## src/rtl/wt_cache_pkg.sv

```systemverilog
`default_nettype none
// ============================================================================
// Module   : wt_cache_pkg
// Brief    : Shared types for the write-through cache subsystem.
// Revision : 1.0 - initial release
// ============================================================================
package wt_cache_pkg;

  typedef enum logic [2:0] {
    FS_IDLE     = 3'd0,
    FS_DFLUSH   = 3'd1,
    FS_WB_DRAIN = 3'd2,
    FS_IFLUSH   = 3'd3,
    FS_DONE     = 3'd4
  } fence_seq_state_e;

endpackage
`default_nettype wire

```

## src/rtl/cache_fence_seq.sv

```systemverilog
`default_nettype none
// ============================================================================
// Module   : cache_fence_seq
// Brief    : fence / fence.i sequencer: D$ flush, write-buffer drain, I$ flush.
// Revision : 1.0 - initial release
// ============================================================================
module cache_fence_seq
  import wt_cache_pkg::*;
#(
  parameter bit          FlushDcacheOnFence = 1'b1,
  parameter int unsigned LatW               = 16
) (
  input  wire             clk_i,
  input  wire             rst_ni,
  input  wire             fence_i,
  input  wire             fence_i_i,
  output logic            dcache_flush_o,
  input  wire             dcache_flush_ack_i,
  input  wire             wbuffer_empty_i,
  output logic            icache_flush_o,
  output logic            stall_o,
  output logic            done_o,
  output logic [LatW-1:0] last_lat_o
);

  fence_seq_state_e state_q, state_d;
  logic             is_fencei_q, is_fencei_d;
  logic [LatW-1:0]  lat_cnt_q;

  always_ff @(posedge clk_i or negedge rst_ni) begin
    if (!rst_ni) begin
      state_q     <= FS_IDLE;
      is_fencei_q <= 1'b0;
    end else begin
      state_q     <= state_d;
      is_fencei_q <= is_fencei_d;
    end
  end

  always_comb begin
    state_d        = state_q;
    is_fencei_d    = is_fencei_q;
    dcache_flush_o = 1'b0;
    icache_flush_o = 1'b0;
    stall_o        = 1'b1;
    done_o         = 1'b0;
    unique case (state_q)
      FS_IDLE: begin
        stall_o = 1'b0;
        // fence.i wins when both requests arrive together
        if (fence_i_i) begin
          is_fencei_d = 1'b1;
          state_d     = FS_DFLUSH;
        end else if (fence_i) begin
          is_fencei_d = 1'b0;
          state_d     = FlushDcacheOnFence ? FS_DFLUSH : FS_WB_DRAIN;
        end
      end
      FS_DFLUSH: begin
        dcache_flush_o = 1'b1;
        if (dcache_flush_ack_i) state_d = FS_WB_DRAIN;
      end
      FS_WB_DRAIN: begin
        if (wbuffer_empty_i) state_d = is_fencei_q ? FS_IFLUSH : FS_DONE;
      end
      FS_IFLUSH: begin
        icache_flush_o = 1'b1;
        state_d        = FS_DONE;
      end
      FS_DONE: begin
        done_o  = 1'b1;
        state_d = FS_IDLE;
      end
      default: begin
        stall_o = 1'b0;
        state_d = FS_IDLE;
      end
    endcase
  end

  // Counter value in state cycle k equals k, so the DONE-cycle value is the full latency
  always_ff @(posedge clk_i or negedge rst_ni) begin
    if (!rst_ni) begin
      lat_cnt_q <= '0;
    end else if (state_q == FS_IDLE) begin
      if (state_d != FS_IDLE) lat_cnt_q <= LatW'(1);
    end else if (lat_cnt_q != {LatW{1'b1}}) begin
      lat_cnt_q <= lat_cnt_q + LatW'(1);
    end
  end

  always_ff @(posedge clk_i or negedge rst_ni) begin
    if (!rst_ni) begin
      last_lat_o <= '0;
    end else if (state_q == FS_DONE) begin
      last_lat_o <= lat_cnt_q;
    end
  end

endmodule
`default_nettype wire

```

## config.mk

```make
export PLATFORM = sky130hd
export DESIGN_NAME = cache_fence_seq
export DESIGN_NICKNAME = d
export VERILOG_FILES = /design/src/rtl/wt_cache_pkg.sv /design/src/rtl/cache_fence_seq.sv
export SDC_FILE = /design/constraint.sdc
export NUM_CORES = 1
export LEC_CHECK = 0
export ABC_AREA = 1
export ABC_CLOCK_PERIOD_IN_PS = 1900
export CORE_MARGIN = 2
export CORE_UTILIZATION = 54
export DETAILED_ROUTE_END_ITERATION = 12
export PLACE_DENSITY = 0.89
export RECOVER_POWER = 25
export SLEW_MARGIN = 30
export SYNTH_ARGS = -nofsm -noshare
export SYNTH_HDL_FRONTEND = slang
export SYNTH_SLANG_ARGS = --single-unit
```

## constraint.sdc

```tcl
create_clock -name clk_i -period 1.9 [get_ports clk_i]
set_input_delay 0.285 -clock clk_i [delete_from_list [all_inputs] [get_ports clk_i]]
set_output_delay 0.285 -clock clk_i [all_outputs]
set_load 0.02 [all_outputs]
```

# ---- Word level (Yosys, flattened, before mapping)
# Index checks and enable logic that the tools add are counted.
dict set report totals {
  ff_bits 36
  input_bits 6
  output_inout_bits 20
  word_cells 33
}
dict set report classes {
  addsub 1
  n_eq_ne 6
  mux 15
  reduce_logical 7
}
# op count
set ops {}
lappend ops {{$mux W16} 3}
lappend ops {{$add A16 B1 Y16 const B} 1}
lappend ops {{$ne A16 B16 Y1 const B} 1}
lappend ops {{$mux W3} 5}
lappend ops {{$pmux W3 S4} 1}
lappend ops {{$eq A3 B2 Y1 const B} 2}
lappend ops {{$mux W1} 6}
lappend ops {{$reduce_and A2 Y1} 2}
lappend ops {{$reduce_bool A2 Y1} 2}
lappend ops {{$reduce_or A4 Y1} 1}
lappend ops {{$eq A3 B1 Y1 const B} 1}
lappend ops {{$eq A3 B3 Y1 const B} 1}
lappend ops {{$logic_not A3 Y1} 1}
lappend ops {{$reduce_bool A3 Y1} 1}
lappend ops {{$ne A2 B1 Y1 const B} 1}

# ---- Longest topological paths before layout
dict set report logic_depth {
  ltp_word 6
  ltp_mapped 9
  mapped_depth_nobuf 9
}

# ---- Worst setup path after synthesis
# Ideal clock, no wire load.
dict set report synth_path {
  path_type {register to output}
  start {reg state_q[1]}
  end {out stall_o}
  arrival_time_ns 1.248
  required_ns 1.615
  slack_ns 0.367
  path_stages_with_launch 7
  n_path_buf 1
  path_cell_list {dfrtp_1 inv_2 nand2_2 nor2_2 inv_1 buf_2 nand3_1}
}
dict set report synth_via {
  elab_chain_cells 3
  elab_cells_between_ends 6
  cone_classes {eq/ne (4); mux (1); reduce/logical (1)}
}
# element line_no
set synth_rtl {}
lappend synth_rtl {{start: declaration} cache_fence_seq.sv:26} ;# fence_seq_state_e state_q, state_d;
lappend synth_rtl {{start signal: assignment} cache_fence_seq.sv:35} ;# state_q <= state_d;
lappend synth_rtl {{$eq A3 B3 Y1 (tied with other cells)} cache_fence_seq.sv:47} ;# unique case (state_q)
lappend synth_rtl {{$reduce_or A4 Y1 (no source line) (*)} --}
lappend synth_rtl {{$mux W1 (*)} cache_fence_seq.sv:47}
lappend synth_rtl {{end: declaration} cache_fence_seq.sv:21} ;# output logic stall_o,
# Mark *: on every way between the ends. The rest lies on a longest branch, timed or not.

# ---- Final worst setup path
dict set report layout_path {
  start {reg state_q[2]}
  end {out icache_flush_o}
}
dict set report layout_via {
  elab_chain_cells 2
}
# element line_no
set layout_rtl {}
lappend layout_rtl {{$eq A3 B2 Y1} cache_fence_seq.sv:47}
lappend layout_rtl {{$mux W1} cache_fence_seq.sv:47}
lappend layout_rtl {{end: declaration} cache_fence_seq.sv:20} ;# output logic icache_flush_o,
# Every way passes these cells.

==> out/qor.csv <==
stage,metric,value,unit
logic_synthesis,synth_seq_cells,36,
logic_synthesis,avgSynthCellArea,7.89,um^2
sta,fin_crit_sh,94.6,%
setup_path,required,1620,ps
cells_and_area,drive_gt1_share,15.5,%
cells_and_area,finalNetCount,277,
setup_path,r2r-end,lat_cnt_q[14],
sta,setup_viol,0,
clocking,cts_root_buf,clkbuf_4,
sta,slew_viol_final,0,
die,die_x,63.0,um
detailed_routing,route.met3.wl,280,um
detailed_routing,met2WireLength,1890,um
place,gp_congestion,0.926,
min_path,min_from,last_lat_o[5],
clocking,clk_pin_slew_worst_paths,110,ps
die,core,3340,um^2
clocking,cts.sinks,36,
cells_and_area,final_cell_area,2240,um^2
sta,rsz0062_at_grt,false,
setup_path,arrival,1510,ps
setup_path,cp-start-kind,register,
detailed_routing,drt-wirelength-per-cell,12.2,um
logic_synthesis,yosysSeqAreaShare,48.0,%
logic_synthesis,ys_warn_count,0,
power_and_ir_drop,leakage,1.01,nW
cells_and_area,n_antenna_cell,0,
die,placementRows,21,
logic_synthesis,ys_async_sr_fraction,100,%
logic_synthesis,synth_top_cell_area_share,48.0,%
setup_path,crit_path_end_kind,primary output,
die,ios,26,
sta,skew,12.7,ps
sta,worst_pin_slew,862,ps
cells_and_area,syn_to_final_growth,19.1,%
detailed_routing,ant_nets,0,
die,dieHeight,63.0,um
setup_path,crit_type,register to primary output,
min_path,hold_path.class,register to register,
die,die-area,3970,um^2
clocking,cts_setup_buffers,0,
logic_synthesis,yosysMostFrequentCell,nand2_1,
min_path,min_path_cells,2,
power_and_ir_drop,power.density,1310,nW/um^2
global_route,grt_max_degree,37,
global_route,antenna_found_initial,0,
clocking,cts_buffer_depth,2,
detailed_routing,wirelength,3860,um
detailed_routing,firstDrtPassIters,4,
setup_path,reg2reg_from,lat_cnt_q[0],
logic_synthesis,ys_top_cells_by_count,"nand2_1, dfrtp_1, inv_1",
sta,hold_violations,0,
sta,slew-limit-headroom,42.6,%
sta,fin_tns_setup,0,ps
setup_path,crit_fanout,4,
global_route,grt_pass1_vias,1543,
detailed_routing,highest_layer,met4,
clocking,cts_tree,done,
place,hpwl,2810,um
logic_synthesis,ys_types,26,
detailed_routing,drt_iter0_drc,94,
global_route,overflow,0,
min_path,whs_endpoint,last_lat_o[5],
place,placed_area,2190,um^2
global_route,track_usage,22.0,%
logic_synthesis,syn_inst,238,
detailed_routing,drc,0,
clocking,cts_buffers,5,
logic_synthesis,synthesis.area,1880,um^2
sta,fin_crit,1800,ps
setup_path,r2r_cells,8,
die,initial_core_util,56.3,%
place,port_buffers,25,
clocking,htree_levels,2,
sta,fmaxAchievable,0.556,GHz
detailed_routing,drt-met1-wl,1640,um
clocking,cts_hold_buf,0,
detailed_routing,dr_total_vias,1661,
logic_synthesis,syn-num-nets,245,
setup_path,reg2reg_slack,180,ps
logic_synthesis,synth_area_leader_cell,dfrtp_1,
global_route,grt_pass1_wl,6810,um
logic_synthesis,synthFlopType,dfrtp_1,
detailed_routing,viasPerCell,5.24,
outcome,status,"finished, final reports clean",
power_and_ir_drop,ir_worst_vdd,1.02,mV
run,max_cap_viol_count,0,
power_and_ir_drop,finalPower,2.94,mW
clocking,insertion_delay,360,ps
logic_synthesis,yosys-top-cells-area,"dfrtp_1, nand2_1, o21ai_0",
logic_synthesis,synth_edf_count,0,
-- layout make-up --
class / count / area, um^2
inverters: 28 / 105
fillers: 289 / 1100
clock buffers: 6 / 51.3
repair buffers: 30 / 273
flip-flops and latches: 36 / 901
clock inverters: 2 / 10.0
multi-input cells: 169 / 840
well taps: 46 / 57.6
-- layout by cell type, fill, tap and decap left out --
cell | synthesis | final
nand2_1 | 68 | 68
dfrtp_1 | 36 | 36
inv_1 | 24 | 24
nor2_1 | 23 | 23
o21ai_0 | 21 | 21
clkdlybuf4s50_1 | 0 | 20
nand3_1 | 18 | 18
o21ai_2 | 8 | 8
nand2_2 | 5 | 5
clkbuf_4 | 0 | 5
a21oi_1 | 4 | 4
inv_2 | 4 | 4
nor2_2 | 4 | 4
o21ai_1 | 4 | 4
buf_4 | 1 | 4
clkbuf_2 | 0 | 3
nor2_4 | 2 | 2
nand4_1 | 2 | 2
nor3_1 | 2 | 2
o22ai_2 | 2 | 2
clkinv_2 | 0 | 2
dlygate4sd2_1 | 0 | 2
a31oi_1 | 1 | 1
nor2_8 | 1 | 1
nand3_2 | 1 | 1
xor2_1 | 1 | 1
xnor2_1 | 1 | 1
ha_1 | 1 | 1
clkbuf_8 | 0 | 1
dlygate4sd3_1 | 0 | 1
-- how the worst max path moves through the flow --
stage	from	end	slack (ps)	depth (start not counted)
final	state_q[2]	icache_flush_o	100	4
after global routing	lat_cnt_q[0]	lat_cnt_q[0]	1	8
after CTS	state_q[1]	stall_o	20	6
after detailed placement	state_q[1]	stall_o	180	6
after global placement	state_q[1]	stall_o	200	6
after floorplan	state_q[1]	stall_o	370	6
-- logic make-up after synthesis --
family | Yosys count | share of synthesized area (%)
compound gates | 40 | 13.1
xor+xnor | 2 | 0.933
fa+ha+maj | 1 | 0.666
buf+inv | 33 | 7.33
flops | 36 | 48.0
simple gates | 126 | 30.0
-- worst max-delay path, cell delays in order (launching register included) --
cell and delay [ps]:
dfrtp_1 450, inv_1 120, nand2_1 100, nor2_1 130, dlygate4sd2_1 350
-- sequential cells by signal, indices dropped and copies added (netlist names) --
signal / flops
last_lat_o: 16
lat_cnt_q: 16
state_q: 3
is_fencei_q: 1
-- layer usage --
metal	vias up	GRT usage, %
met3	8	6.31
met5	-	0
met2	65	37.0
met1	765	26.9
li1	823	-
met4	0	7.50
-- power breakdown --
part	switching, mW	total [mW]	internal, mW	leakage [nW]
Clock	0.260	0.436	0.176	0.0380
Combinational	0.898	1.41	0.511	0.482
Sequential	0.141	1.09	0.949	0.488
-- through the flow --
stage,setup WS [ps],util [%],std cells,hold slack (ps)
after floorplan,367,-,238,-10.6
after global placement,201,65.7,309,455
after detailed placement,182,65.7,309,457
after CTS,21.9,67.3,317,348
after global routing,1.50,67.0,317,518
final,103,67.0,317,480
-- what timing repair did --
action,CTS,global route
resized for setup,4,4
hold endpoints to repair,0,0
pin swaps,0,0
setup endpoints to repair,4,2
Note: power is estimated with default switching activity, not from simulation.
